$ cat src/rtl/spi_link_pkg.sv
// Shared types and constants for the SPI link controllers.
package spi_link_pkg;

  typedef enum logic [1:0] {
    ST_IDLE  = 2'd0,
    ST_SHIFT = 2'd1,
    ST_GAP   = 2'd2
  } state_t;

  localparam int BYTE_W   = 8;
  localparam int BITCNT_W = $clog2(BYTE_W);
  localparam int MAX_REQ  = 8;

  // Highest set bit index of a one-hot vector; zero for an all-zero vector.
  function automatic logic [2:0] onehot_to_idx(input logic [MAX_REQ-1:0] oh);
    logic [2:0] idx;
    idx = '0;
    for (int k = 0; k < MAX_REQ; k++) begin
      if (oh[k]) idx = 3'(k);
    end
    return idx;
  endfunction

endpackage

$ cat src/rtl/spi_link_arbiter_if.sv
// Client-side request bus plus the 4-wire link towards the SPI slave.
interface spi_link_arbiter_if
  import spi_link_pkg::*;
#(
  parameter int NUM_REQ = 4,
  parameter int IDW     = 2
);
  logic [NUM_REQ-1:0]        req;
  logic [NUM_REQ-1:0]        last;
  logic [NUM_REQ*BYTE_W-1:0] wdata;
  logic [NUM_REQ-1:0]        ack;
  logic [IDW-1:0]            owner;
  logic                      busy;
  logic [BYTE_W-1:0]         rdata;
  logic                      rvalid;
  logic                      cs;
  logic                      mosi;
  logic                      miso;

  modport master (
    input  req, last, wdata, miso,
    output ack, owner, busy, rdata, rvalid, cs, mosi
  );

  modport slave (
    output req, last, wdata, miso,
    input  ack, owner, busy, rdata, rvalid, cs, mosi
  );
endinterface

$ cat src/rtl/spi_link_rr_arb.sv
// Combinational requester select: round-robin when SPI_ARB_RR_EN is defined,
// otherwise fixed priority with the lowest index winning.
module spi_link_rr_arb
  import spi_link_pkg::*;
#(
  parameter int NUM_REQ = 4,
  parameter int IDW     = 2
) (
  input  logic [NUM_REQ-1:0] i_req,
`ifdef SPI_ARB_RR_EN
  input  logic [IDW-1:0]     i_rr_ptr,
`endif
  output logic [NUM_REQ-1:0] o_grant,
  output logic [IDW-1:0]     o_idx
);

  logic [NUM_REQ-1:0] w_grant;
  logic [MAX_REQ-1:0] w_grant_pad;

`ifdef SPI_ARB_RR_EN
  logic w_found;
  int   w_cand;

  // Search starts just after the previous winner, so it has the lowest priority.
  always_comb begin
    w_grant = '0;
    w_found = 1'b0;
    w_cand  = 0;
    for (int k = 1; k <= NUM_REQ; k++) begin
      w_cand = (int'(i_rr_ptr) + k) % NUM_REQ;
      if (!w_found && i_req[w_cand]) begin
        w_grant[w_cand] = 1'b1;
        w_found         = 1'b1;
      end
    end
  end
`else
  always_comb begin
    w_grant = '0;
    for (int k = NUM_REQ - 1; k >= 0; k--) begin
      if (i_req[k]) begin
        w_grant    = '0;
        w_grant[k] = 1'b1;
      end
    end
  end
`endif

  assign w_grant_pad = MAX_REQ'(w_grant);
  assign o_grant     = w_grant;
  assign o_idx       = IDW'(onehot_to_idx(w_grant_pad));

endmodule

$ cat src/rtl/spi_link_arbiter.sv
// Single-master SPI controller sharing one link among NUM_REQ requesters.
// SPI_ARB_RR_EN selects round-robin arbitration instead of fixed priority.
module spi_link_arbiter
  import spi_link_pkg::*;
#(
  parameter int NUM_REQ = 4,
  parameter int GAP_CYC = 2,
  parameter int IDW     = 2
) (
  input logic               sclk,
  input logic               rst,
  spi_link_arbiter_if.master bus
);

  localparam int GAP_EFF = (GAP_CYC < 1) ? 1 : GAP_CYC;
  localparam int GAP_W   = $clog2(GAP_EFF) + 1;

  state_t                r_state, w_state_next;
  logic [IDW-1:0]        r_owner, w_owner_next;
  logic                  r_busy, w_busy_next;
  logic [NUM_REQ-1:0]    r_ack, w_ack_next;
  logic [BYTE_W-2:0]     r_shreg, w_shreg_next;
  logic                  r_lastq, w_lastq_next;
  logic                  r_cs, w_cs_next;
  logic                  r_mosi, w_mosi_next;
  logic [BITCNT_W-1:0]   r_bitcnt, w_bitcnt_next;
  logic [BYTE_W-2:0]     r_rx, w_rx_next;
  logic [BYTE_W-1:0]     r_rdata, w_rdata_next;
  logic                  r_rvalid, w_rvalid_next;
  logic [GAP_W-1:0]      r_gapcnt, w_gapcnt_next;
`ifdef SPI_ARB_RR_EN
  logic [IDW-1:0]        r_rr_ptr, w_rr_ptr_next;
`endif

  logic [NUM_REQ-1:0]    w_win_grant;
  logic [IDW-1:0]        w_win_idx;
  logic [IDW-1:0]        w_sel;
  logic [BYTE_W-1:0]     w_sel_byte;
  logic                  w_sel_last;

  spi_link_rr_arb #(.NUM_REQ(NUM_REQ), .IDW(IDW)) u_arb (
    .i_req    (bus.req),
`ifdef SPI_ARB_RR_EN
    .i_rr_ptr (r_rr_ptr),
`endif
    .o_grant  (w_win_grant),
    .o_idx    (w_win_idx)
  );

  // The byte source is the arbitration winner at grant, the owner afterwards.
  assign w_sel      = (r_state == ST_IDLE) ? w_win_idx : r_owner;
  assign w_sel_byte = bus.wdata[int'(w_sel) * BYTE_W +: BYTE_W];
  assign w_sel_last = bus.last[w_sel];

  always_comb begin
    w_state_next  = r_state;
    w_owner_next  = r_owner;
    w_busy_next   = r_busy;
    w_ack_next    = '0;
    w_shreg_next  = r_shreg;
    w_lastq_next  = r_lastq;
    w_cs_next     = r_cs;
    w_mosi_next   = r_mosi;
    w_bitcnt_next = r_bitcnt;
    w_rx_next     = r_rx;
    w_rdata_next  = r_rdata;
    w_rvalid_next = 1'b0;
    w_gapcnt_next = r_gapcnt;
`ifdef SPI_ARB_RR_EN
    w_rr_ptr_next = r_rr_ptr;
`endif
    unique case (r_state)
      ST_IDLE: begin
        if (|bus.req) begin
          w_owner_next  = w_win_idx;
          w_busy_next   = 1'b1;
          w_ack_next    = w_win_grant;
          w_shreg_next  = w_sel_byte[BYTE_W-2:0];
          w_lastq_next  = w_sel_last;
          w_cs_next     = 1'b0;
          w_mosi_next   = w_sel_byte[BYTE_W-1];
          w_bitcnt_next = '0;
          w_state_next  = ST_SHIFT;
`ifdef SPI_ARB_RR_EN
          w_rr_ptr_next = w_win_idx;
`endif
        end
      end
      ST_SHIFT: begin
        w_rx_next     = {r_rx[BYTE_W-3:0], bus.miso};
        w_bitcnt_next = r_bitcnt + 1'b1;
        w_shreg_next  = {r_shreg[BYTE_W-3:0], 1'b0};
        w_mosi_next   = r_shreg[BYTE_W-2];
        if (r_bitcnt == BITCNT_W'(BYTE_W - 1)) begin
          w_rdata_next  = {r_rx, bus.miso};
          w_rvalid_next = 1'b1;
          // Back-to-back bytes keep cs low; the bit counter wraps to zero.
          if (!r_lastq) begin
            w_ack_next   = NUM_REQ'(1) << r_owner;
            w_shreg_next = w_sel_byte[BYTE_W-2:0];
            w_lastq_next = w_sel_last;
            w_mosi_next  = w_sel_byte[BYTE_W-1];
          end else begin
            w_cs_next     = 1'b1;
            w_mosi_next   = 1'b0;
            w_gapcnt_next = '0;
            w_state_next  = ST_GAP;
          end
        end
      end
      ST_GAP: begin
        if (r_gapcnt == GAP_W'(GAP_EFF - 1)) begin
          w_state_next = ST_IDLE;
          w_busy_next  = 1'b0;
        end else begin
          w_gapcnt_next = r_gapcnt + 1'b1;
        end
      end
      default: w_state_next = ST_IDLE;
    endcase
  end

  always_ff @(posedge sclk or posedge rst) begin
    if (rst) begin
      r_state  <= ST_IDLE;
      r_owner  <= '0;
      r_busy   <= 1'b0;
      r_ack    <= '0;
      r_shreg  <= '0;
      r_lastq  <= 1'b0;
      r_cs     <= 1'b1;
      r_mosi   <= 1'b0;
      r_bitcnt <= '0;
      r_rx     <= '0;
      r_rdata  <= '0;
      r_rvalid <= 1'b0;
      r_gapcnt <= '0;
`ifdef SPI_ARB_RR_EN
      r_rr_ptr <= '0;
`endif
    end else begin
      r_state  <= w_state_next;
      r_owner  <= w_owner_next;
      r_busy   <= w_busy_next;
      r_ack    <= w_ack_next;
      r_shreg  <= w_shreg_next;
      r_lastq  <= w_lastq_next;
      r_cs     <= w_cs_next;
      r_mosi   <= w_mosi_next;
      r_bitcnt <= w_bitcnt_next;
      r_rx     <= w_rx_next;
      r_rdata  <= w_rdata_next;
      r_rvalid <= w_rvalid_next;
      r_gapcnt <= w_gapcnt_next;
`ifdef SPI_ARB_RR_EN
      r_rr_ptr <= w_rr_ptr_next;
`endif
    end
  end

  assign bus.ack    = r_ack;
  assign bus.owner  = r_owner;
  assign bus.busy   = r_busy;
  assign bus.rdata  = r_rdata;
  assign bus.rvalid = r_rvalid;
  assign bus.cs     = r_cs;
  assign bus.mosi   = r_mosi;

endmodule

$ cat src/flat_wrapper.sv
// flat-port wrapper written by rule: the top's interface ports become plain ports
module spi_link_arbiter_flat import spi_link_pkg::*;
#(
  parameter int NUM_REQ = 4,
  parameter int GAP_CYC = 2,
  parameter int IDW     = 2
)
  (sclk, rst, bus_req, bus_last, bus_wdata, bus_miso, bus_ack, bus_owner, bus_busy, bus_rdata, bus_rvalid, bus_cs, bus_mosi);
  spi_link_arbiter_if #(.NUM_REQ(NUM_REQ), .IDW(IDW)) bus_i ();
  input logic sclk;
  input logic rst;
  input wire logic [$bits(bus_i.req)-1:0] bus_req;
  input wire logic [$bits(bus_i.last)-1:0] bus_last;
  input wire logic [$bits(bus_i.wdata)-1:0] bus_wdata;
  input wire logic [$bits(bus_i.miso)-1:0] bus_miso;
  output wire logic [$bits(bus_i.ack)-1:0] bus_ack;
  output wire logic [$bits(bus_i.owner)-1:0] bus_owner;
  output wire logic [$bits(bus_i.busy)-1:0] bus_busy;
  output wire logic [$bits(bus_i.rdata)-1:0] bus_rdata;
  output wire logic [$bits(bus_i.rvalid)-1:0] bus_rvalid;
  output wire logic [$bits(bus_i.cs)-1:0] bus_cs;
  output wire logic [$bits(bus_i.mosi)-1:0] bus_mosi;
  assign bus_i.req = bus_req;
  assign bus_i.last = bus_last;
  assign bus_i.wdata = bus_wdata;
  assign bus_i.miso = bus_miso;
  assign bus_ack = bus_i.ack;
  assign bus_owner = bus_i.owner;
  assign bus_busy = bus_i.busy;
  assign bus_rdata = bus_i.rdata;
  assign bus_rvalid = bus_i.rvalid;
  assign bus_cs = bus_i.cs;
  assign bus_mosi = bus_i.mosi;
  spi_link_arbiter #(.NUM_REQ(NUM_REQ), .GAP_CYC(GAP_CYC), .IDW(IDW)) u_core (.sclk(sclk), .rst(rst), .bus(bus_i));
endmodule
$ cat config.mk
export PLATFORM = sky130hd
export DESIGN_NAME = spi_link_arbiter_flat
export DESIGN_NICKNAME = d
export VERILOG_FILES = /design/src/rtl/spi_link_pkg.sv /design/src/rtl/spi_link_arbiter_if.sv /design/src/rtl/spi_link_rr_arb.sv /design/src/rtl/spi_link_arbiter.sv /design/src/flat_wrapper.sv
export SDC_FILE = /design/constraint.sdc
export NUM_CORES = 1
export LEC_CHECK = 0
export ABC_AREA = 1
export CAP_MARGIN = 15
export CORE_MARGIN = 2
export CORE_UTILIZATION = 52
export CTS_CLUSTER_DIAMETER = 150
export DETAILED_ROUTE_END_ITERATION = 8
export PLACE_DENSITY = 0.88
export SLEW_MARGIN = 20
export SYNTH_ARGS = -nofsm -noshare
export SYNTH_HDL_FRONTEND = slang
export SYNTH_SLANG_ARGS = --single-unit
export TNS_END_PERCENT = 20
$ cat constraint.sdc
create_clock -name sclk -period 2.7 [get_ports sclk]
set_clock_uncertainty 0.15 [all_clocks]
set_input_delay 0.54 -clock sclk [delete_from_list [all_inputs] [get_ports sclk]]
set_output_delay 0.54 -clock sclk [all_outputs]
set_load 0.01 [all_outputs]
======== Yosys cells after proc, flatten, opt, wreduce, memory -nomap -nowiden ========
Cells that the tools add are included.
storage, ports and cells
  register bits ........................... 40
  bits in latches ......................... 0
  bits in writable memories ............... 0
  memory bits (read-only) ................. 0
  input port bits ......................... 43
  output and inout port bits .............. 18
  logic and storage cells ................. 86
  memories ................................ 0
cells by class
  add/subtract/negate cells ............... 2
  multipliers ............................. 0
  divide/modulo/power cells ............... 0
  $lt $le $gt $ge ......................... 1
  eq/ne operators ......................... 9
  shift-type cells ........................ 2
  mux-type cells .......................... 46
  bitwise logic cells ..................... 0
  reduce and logical (&&, ||, !) cells .... 13
operators by type and width
  kind                   number
  $shiftx A32 B6 Y8      1
  $mux W4                7
  $mux W7                3
  $mux W2                10
  $mux W1                15
  $pmux W7 S2            1
  $reduce_and A4 Y1      3
  $pmux W1 S2            4
  $pmux W4 S2            1
  $ne A2 B1 Y1 const B   3
  $pmux W2 S3            1
  $pmux W3 S2            1
  $reduce_and A2 Y1      3
  $reduce_and A3 Y1      2
  $reduce_bool A2 Y1     3
  $eq A2 B1 Y1 const B   2
  $ne A2 B2 Y1 const B   2
  $pmux W2 S2            1
  $reduce_or A4 Y1       1
  $shl A1 B2 Y4 const A  1
  $add A3 B1 Y3 const B  1
  $eq A3 B3 Y1 const B   1
  $lt A2 B3 Y1 const B   1
  $mux W3                1
  4 further kinds        4

======== Longest topological paths before layout ========
Gate-level depths: netlist of the first run.
  depth after elaboration ................. 13
  gate-level depth with buffers ........... 11
  depth with buffers taken out ............ 10

======== Hierarchy ========
Synthesis of the first run repeated with hierarchy kept, for this count alone.
second synthesis, totals
  cell total of the unflattened synthesis .. 304
  area total of the unflattened synthesis .. 2,244.7 um^2
by module, submodules not included
  module            instances  cells an instance  area each (um^2)  sequential area each (um^2)
  spi_link_arbiter  1          290                2,184.6           1,002.2
  spi_link_rr_arb   1          14                 60.1              0.0

======== Least setup slack after synthesis of the first run ========
Ideal clock, no wire load.
  kind .................................... reg2reg
  from .................................... register u_core.r_bitcnt[0]
  to ...................................... register u_core.r_shreg[5]
  data arrival time ....................... 1.436 ns
  slack ................................... 0.998 ns
  cell stages (with the launch flop) ...... 12
  buffers on the path ..................... 1
  clock period less this slack ............ 1.702 ns
  cell sequence ........................... dfrtp_1 > ha_1 > ha_1 > inv_1 > nor2_1 > nor2_4 > inv_2 > buf_6 > nor2_1 > nor2_1 > nand2_1 > nand2_1
between the ends
  cells in the longest elaborated chain, start to end .. 3
RTL lines
  what                    line                     source
  from (decl)             spi_link_arbiter.sv:26   logic [BITCNT_W-1:0] r_bitcnt, w_bitcnt_next;
  from (signal assigned)  spi_link_arbiter.sv:150  r_bitcnt <= w_bitcnt_next;
  $eq A3 B3 Y1            spi_link_arbiter.sv:94   if (r_bitcnt == BITCNT_W'(BYTE_W - 1)) begin
  $mux W7                 spi_link_arbiter.sv:94
  $pmux W7 S2             spi_link_arbiter.sv:72   unique case (r_state)
  to (signal assigned)    spi_link_arbiter.sv:146  r_shreg <= w_shreg_next;
  to (decl)               spi_link_arbiter.sv:22   logic [BYTE_W-2:0] r_shreg, w_shreg_next;
Every way passes these cells.
A chain may end at the register's enable or synchronous reset.

======== Final worst setup path of the first run ========
  from .................................... input port bus_req[1]
  to ...................................... register u_core.r_shreg[1]
between the ends
  cells in the longest elaborated chain, start to end .. 10
RTL lines
  what                  line                    source
  from (decl)           flat_wrapper.sv:12      input wire logic [$bits(bus_i.req)-1:0] bus_req;
  $mux W4 (2 in a row)  spi_link_rr_arb.sv:41   if (i_req[k]) begin
  $mux W1               spi_link_pkg.sv:19      if (oh[k]) idx = 3'(k);
  $mux W2 (2 in a row)  spi_link_pkg.sv:19
  $mux W2               spi_link_arbiter.sv:51  assign w_sel = (r_state == ST_IDLE) ? w_win_idx : r_owner;
  $shiftx A32 B6 Y8     spi_link_arbiter.sv:52  assign w_sel_byte = bus.wdata[int'(w_sel) * BYTE_W +: BYTE_W];
  $mux W7               spi_link_arbiter.sv:98  if (!r_lastq) begin
  $mux W7               spi_link_arbiter.sv:94
  $pmux W7 S2           spi_link_arbiter.sv:72
Several ways; a longest one is shown, not always the timed one. The select of a mux whose other input is x is not followed.

==> summary.md, run 1 <==
| Metric | Value |
|---|---|
| Syn_nets | `approximately 340` |
| Total die area | `between 4000 and 5000 sq um` |
| Initial Util | `between 50% and 60%` |
| YS warnings | `0` |
| Largest net degree at the start of global routing | `41` |
| Worst path cell trace | `clkdlybuf4s50_1 > nor2_1 > nand3_1 > nand2_2 > inv_1 > nand3_1 > nand3_1 > nand2_1 > nand2_1` |
| Sequential fraction of the synthesis area | `around 45%` |
| Kind of critical path | `primary input to register` |
| FMAX | `about 470 MHz` |
| Global Route Usage Sum | `a little under a quarter` |
| Rel. slew slack | `63.2%` |
| Initial drt markers | `between 150 and 200` |
| Max-cap viol count | `0` |
| Clock sinks | `40` |
| Diodes inserted | `0` |
| Worst vdd ir | `just under 0.0006 V` |
| Critical path's slowest cell | `clkdlybuf4s50_1` |
| Final setup violation count | `0` |
| Hold path depth | `2` |
| Placer congestion estimate | `~0.83` |
| Die height | `69.3 um` |
| Die span in x | `around 69 um` |
| R2R cell count | `8` |
| Clk_lat worst skew | `0.29 ns` |
| Placed cell count | `about 400` |
| Post-route minimum period | `2.11 ns` |
| Commonest non-fill, non-tap cells in the layout | `nand2_1, clkdlybuf4s50_1, inv_1, nand3_1, dfrtp_1` |
| Min-Delay Startpoint | `u_core.r_rx[3]` |
| Post-CTS Resized | `0` |
| Syn avg cell area | `roughly 7.5 sq um` |
| Clock buffer depth | `2` |
| Initial antenna violation count | `0` |
| Total number of vias | `between 2,000 and 2,500` |
| Via-per-instance ratio | `around 5.0` |
| Port Buffers | `60` |
| HP Class | `register to register` |
| Wire per inst | `13.3 um` |
| R2r endpoint | `u_core.r_shreg[0]` |
| Io pins | `between 60 and 70` |
| P_leak | `~0.0015 uW` |
| # nets final | `slightly above 400` |
| Final Hold Viols | `0` |
| Critical Path Start Type | `primary input` |
| Non-filler cells, final | `slightly above 400` |
| R2r setup slk | `approximately 0.79 ns` |
| CP top delay family | `simple AND/OR/NAND/NOR gates` |
| Final setup TNS | `0 ns` |
| Crit path capture type | `register` |
| Pwr Density | `roughly 930 nW/um^2` |
| Setup bufs post-CTS | `0` |
| WP buf/inv | `2` |
| Row cnt | `23` |
| Fillers | `roughly 310` |
| Critical R2R Launch | `u_core.r_state[1]` |
| Remaining antenna violation count | `0` |
| DP Wirelength | `between 3000 and 4000 um` |
| Crit path max fanout | `11` |
| Unrepaired setup endpoints after global routing | `false` |
| Commonest non-fill, non-tap cell in the layout | `nand2_1` |
| Worst-path clk slew | `0.08 ns` |
| Actual slew at the worst max-slew pin | `approximately 0.55 ns` |
| Vias in the first global route | `between 2,000 and 2,500` |
| CTS tree | `yes` |
| Count of cell types in the netlist | `24` |
| First-pass GRT wire length | `between 9000 and 10,000 um` |
| Arr. time, crit path | `between 2 and 2.5 ns` |
| Cts bufs inserted | `5` |
| DR DRC count | `0` |
| H-Tree Depth | `2` |
| Crit share post-route | `between 70% and 80%` |
| Slew Limit Fails | `0` |
| Core box area | `approximately 4100 sq um` |
| Global route overflow | `0` |
| WL final | `5430 um` |
| Outcome | `finished clean` |
| #FFs+latches synth | `40` |
| Largest stage delay, worst path | `between 0.4 and 0.5 ns` |
| Root Driver | `clkbuf_8` |
| Drt pass-1 iters | `5` |
| Hold_buf cts | `0` |
| Layout cells sized above 1 | `8.36%` |
| Most used cell, CP | `nand3_1` |
| Worst Path Required | `around 2.7 ns` |
| Mapped Area | `2210 sq um` |
| Worst Hold Endpoint | `u_core.r_rx[4]` |
| Setup crit start | `bus_req[1]` |
| Layout area overhead | `32.2%` |
| Synth Instances | `297` |
## power by group
part | leakage [uW] | total, uW | internal [uW] | switching, uW
registers | 0.000495 | 1010 | 848 | 161
logic | 0.000932 | 1280 | 559 | 723
clock network | 0.0000516 | 426 | 209 | 217
total | 0.00148 | 2720 | 1620 | 1100
## worst max path at each step
stage	endpoint	slack (ns)	depth (start not counted)
floorplan	u_core.r_shreg[5]	1.0	11
global placement	u_core.bus.mosi	0.36	9
detailed placement	u_core.r_shreg[1]	0.28	9
CTS	u_core.bus.mosi	0.60	9
global route	u_core.bus.mosi	0.38	8
finish	u_core.r_shreg[1]	0.59	9
## Yosys cell counts
master | instances | area share, %
nand2_1 | 75 | 13
nand2_2 | 4 | 1.1
a21oi_1 | 3 | 0.68
buf_2 | 1 | 0.23
buf_4 | 4 | 1.4
nand3_1 | 49 | 11
o21ai_0 | 13 | 2.9
inv_1 | 55 | 9.3
nor2_1 | 21 | 3.6
inv_2 | 3 | 0.51
o21a_1 | 1 | 0.34
a32o_1 | 1 | 0.45
buf_6 | 2 | 1.0
dfrtp_1 | 39 | 44
o22ai_1 | 2 | 0.56
nor3_1 | 3 | 0.68
dfstp_2 | 1 | 1.2
o21ai_1 | 2 | 0.45
clkbuf_1 | 1 | 0.17
ha_1 | 3 | 1.7
inv_4 | 1 | 0.28
nor2_4 | 4 | 2.0
o21ai_2 | 7 | 2.8
a22o_1 | 2 | 0.79
## sequential cells by signal, indices dropped and copies added, names as in the netlist, 2 cells and up
name,flops
u_core.bus.rdata,8
u_core.r_rx,7
u_core.r_shreg,7
u_core.r_gapcnt,2
u_core.bus.ack,4
u_core.r_state,2
u_core.r_bitcnt,3
u_core.bus.owner,2
## stage by stage
step	hold WS (ns)	area [sq um]	setup WS (ns)	total power, uW	utilization, %
2_1_floorplan	0.299	2210	0.998	1870	-
6_report	0.334	2930	0.587	2720	72.2
4_1_cts	0.343	2930	0.599	2730	72.2
3_3_place_gp	0.308	2830	0.365	2240	69.8
3_5_place_dp	0.321	2830	0.285	2290	69.8
5_1_grt	0.356	2930	0.383	2950	72.2
## layout make-up
type                    count  area, sq um  area share, %
clock buffers               6         82.6           2.82
multi-input cells         190          927           31.7
repair buffers             62          616           21.0
inverters                  59          224           7.65
flip-flops and latches     40         1000           34.2
clock inverters             2         13.8          0.470
well taps                  50         62.6           2.14
## cells by family after synthesis
family,count (synthesis),synth area share [%]
and+or+nand+nor,156,31.2
buffers and inverters,67,12.9
adders and majority gates,3,1.70
DFF,40,45.3
AOI/OAI and AO/OA,31,8.98
## metal layers
| metal | wire (um) | track usage (%) |
|---|---|---|
| met5 | 0 | 0 |
| met4 | 60 | 5.88 |
| met2 | 2530 | 37.8 |
| met1 | 2420 | 31.9 |
| met3 | 417 | 5.52 |
## worst min-delay path: cells and delay by family (launching register included)
family,cells,cell delay (ns)
AO/OA/AOI/OAI,1,0.06
AND/OR/NAND/NOR,1,0.05
flip-flops,1,0.35
Power figures use the tool's default switching activity.
==> inputs of run 2 (changes only) <==
--- a/config.mk
+++ b/config.mk
@@ -8,10 +8,10 @@
 export ABC_AREA = 1
 export CAP_MARGIN = 15
 export CORE_MARGIN = 2
-export CORE_UTILIZATION = 52
+export CORE_UTILIZATION = 43
 export CTS_CLUSTER_DIAMETER = 150
 export DETAILED_ROUTE_END_ITERATION = 8
-export PLACE_DENSITY = 0.88
+export PLACE_DENSITY = 0.78
 export SLEW_MARGIN = 20
 export SYNTH_ARGS = -nofsm -noshare
 export SYNTH_HDL_FRONTEND = slang
==> constraint.sdc (replaced) <==
create_clock -name sclk -period 1.9 [get_ports sclk]
set_clock_uncertainty 0.15 [all_clocks]
set_input_delay 0.38 -clock sclk [delete_from_list [all_inputs] [get_ports sclk]]
set_output_delay 0.38 -clock sclk [all_outputs]
set_load 0.01 [all_outputs]
==> run 2 against run 1 <==
Effect of this change:
- routed wire length increased by 0.70%
- global-route usage fell by 3.0 points
- sequential power increased by 41%
- total power is 45% higher
- cell area up 4.7%
- core utilization fell by 11 points
- final cell count grew 7.8%
- highest routed layer unchanged
==> summary.md, run 2 (same netlist as run 1, synthesis figures left out) <==
| Metric | Value |
|---|---|
| Die span in x | `75.8 um (was 69.3 um)` |
| Pwr Density | `1290 nW/um^2 (was 928 nW/um^2)` |
| Multi-input combinational cell area | `942 sq um (was 927 sq um)` |
| Final setup TNS | `0 ns (unchanged)` |
| Clock buffer depth | `2 (unchanged)` |
| Row cnt | `26 (was 23)` |
| Crit share post-route | `a little over nine tenths` |
| Outcome | `finished clean (unchanged)` |
| Initial drt markers | `98 (was 194)` |
| Critical path's slowest cell | `clkdlybuf4s50_1 (unchanged)` |
| Max FFs per register | `8 (unchanged)` |
| Largest net degree at the start of global routing | `28 (was 41)` |
| Setup bufs post-CTS | `0 (unchanged)` |
| Non-filler cells, final | `441 (was 409)` |
| Hold_buf cts | `0 (unchanged)` |
| Worst path cell trace | `clkdlybuf4s50_1 (was clkdlybuf4s50_1 > nor2_1 > nand3_1 > nand2_2 > inv_1 > nand3_1 > nand3_1 > nand2_1 > nand2_1)` |
| Critical Path Start Type | `register (was primary input)` |
| Crit path max fanout | `4 (was 11)` |
| Fillers | `478 (was 311)` |
| Rel. slew slack | `77.7% (was 63.2%)` |
| Clock sinks | `40 (unchanged)` |
| Largest stage delay, worst path | `0.58 ns (was 0.46 ns)` |
| Max-cap viol count | `0 (unchanged)` |
| Via-per-instance ratio | `4.71 (was 5.04)` |
| CP top delay family | `buffers and inverters (was simple AND/OR/NAND/NOR gates)` |
| WP buf/inv | `1 (was 2)` |
| # nets final | `416 (was 404)` |
| Total die area | `5740 sq um (was 4800 sq um)` |
| Die height | `75.8 um (was 69.3 um)` |
| Core box area | `5040 sq um (was 4060 sq um)` |
| Port Buffers | `60 (unchanged)` |
| Reg area | `1000 sq um (about the same)` |
| CTS tree | `yes (unchanged)` |
| Kind of critical path | `register to primary output (was primary input to register)` |
| Commonest non-fill, non-tap cell in the layout | `nand2_1 (unchanged)` |
| Worst Path Required | `1.37 ns (was 2.74 ns)` |
| Commonest non-fill, non-tap cells in the layout | `nand2_1, clkdlybuf4s50_1, inv_1, nand3_1, dfrtp_1 (unchanged)` |
| Clk_lat worst skew | `0.29 ns (about the same)` |
| DP Wirelength | `4200 um (was 3930 um)` |
| Post-CTS Resized | `0 (unchanged)` |
| Layout cells sized above 1 | `12.9% (was 8.36%)` |
| Placer congestion estimate | `0.876 (was 0.831)` |
| Layout area overhead | `38.4% (was 32.2%)` |
| Cts bufs inserted | `5 (unchanged)` |
| Actual slew at the worst max-slew pin | `0.335 ns (was 0.551 ns)` |
| Io pins | `61 (unchanged)` |
| Remaining antenna violation count | `0 (unchanged)` |
| DR DRC count | `0 (unchanged)` |
| Final setup violation count | `0 (unchanged)` |
| FMAX | `545 MHz` |
| Post-route minimum period | `around 1.8 ns` |
| Initial Util | `43.9% (was 54.6%)` |
| Total design power | `3950 uW (was 2720 uW)` |
| WL final | `5470 um (was 5430 um)` |
| Final Hold Viols | `0 (unchanged)` |
| Initial antenna violation count | `0 (unchanged)` |
| Vias in the first global route | `2,077 (was 2,007)` |
| Placed cell count | `433 (was 401)` |
| Wire per inst | `12.4 um (was 13.3 um)` |
| Total number of vias | `2,078 (was 2,061)` |
| Global Route Usage Sum | `20.4% (was 23.4%)` |
| P_leak | `0.00155 uW (was 0.00148 uW)` |
| Arr. time, crit path | `1.30 ns (was 2.15 ns)` |
| H-Tree Depth | `2 (unchanged)` |
| Drt pass-1 iters | `4 (was 5)` |
| Worst vdd ir | `0.000908 V (was 0.000583 V)` |
| Root Driver | `clkbuf_8 (unchanged)` |
| Crit path capture type | `primary output (was register)` |
| Unrepaired setup endpoints after global routing | `false (unchanged)` |
| Diodes inserted | `0 (unchanged)` |
| Slew Limit Fails | `0 (unchanged)` |
| Worst-path clk slew | `0.08 ns (about the same)` |
| HP Class | `primary input to asynchronous set/reset pin (was register to register)` |
| First-pass GRT wire length | `8980 um (was 9270 um)` |
| Global route overflow | `0 (unchanged)` |
## run 2: changes by cell type in the layout (fill, tap and decap cells not counted), sizes merged
cell / delta
buf: +12
clkdlybuf4s50: -1
dlymetal6s2s: +1
## run 2: worst reg2reg max path: cells and delay by family, from the launching register on
kind | cells | cell delay (ns)
adder cells (fa/ha/maj) | 2 | 0.43
flip-flops | 1 | 0.41
AND/OR/NAND/NOR | 6 | 0.52
buffers and inverters | 2 | 0.18
## run 2: final cells by class
type | count | area share, %
clock inverter | 2 | 0.449
sequential | 40 | 32.7
multi-input combinational | 190 | 30.7
tap | 70 | 2.86
timing repair buffer | 74 | 23.1
clock buffer | 6 | 2.69
inverter | 59 | 7.39
## run 2: per-stage QoR
stage          instance area [sq um]  hold WS (ns)  setup slack [ns]  utilization [%]
2_1_floorplan                   2210         0.299             0.198                -
3_3_place_gp                    2950         0.310            -0.161             58.4
3_5_place_dp                    2950         0.320            -0.148             58.4
4_1_cts                         3040         0.259            0.0209             60.3
5_1_grt                         3060         0.284           0.00515             60.8
6_report                        3060         0.248            0.0667             60.8
## run 2: worst paths after layout
kind | slack [ns] | cells after the start | start | end
worst max-delay path | 0.07 | 1 | u_core.bus.owner[0] | bus_owner[0]
worst min-delay path | 0.25 | 3 | rst | u_core.r_lastq
worst max register to register | 0.12 | 10 | u_core.r_bitcnt[0] | u_core.r_shreg[6]
worst min register to register | 0.34 | 2 | u_core.r_shreg[1] | u_core.r_shreg[1]
max in group asynchronous | 1.03 | 3 | rst | u_core.r_shreg[1]
min in group sclk | 0.34 | 2 | u_core.r_shreg[1] | u_core.r_shreg[1]
## run 2: per-layer routing
metal	vias up	routed length (um)	global-route usage, %
met1	916	2460	26.6
met2	80	2440	33.7
met4	0	127	7.41
met3	14	440	4.23
li1	1068	-	-
met5	-	0	0
## run 2: report_power, final
part           total [uW]  internal [uW]  switching, uW  leakage (uW)
sequential           1420           1210            217      0.000494
clock                 608            297            310     0.0000516
combinational        1920            866           1050       0.00101
total                3950           2370           1580       0.00155
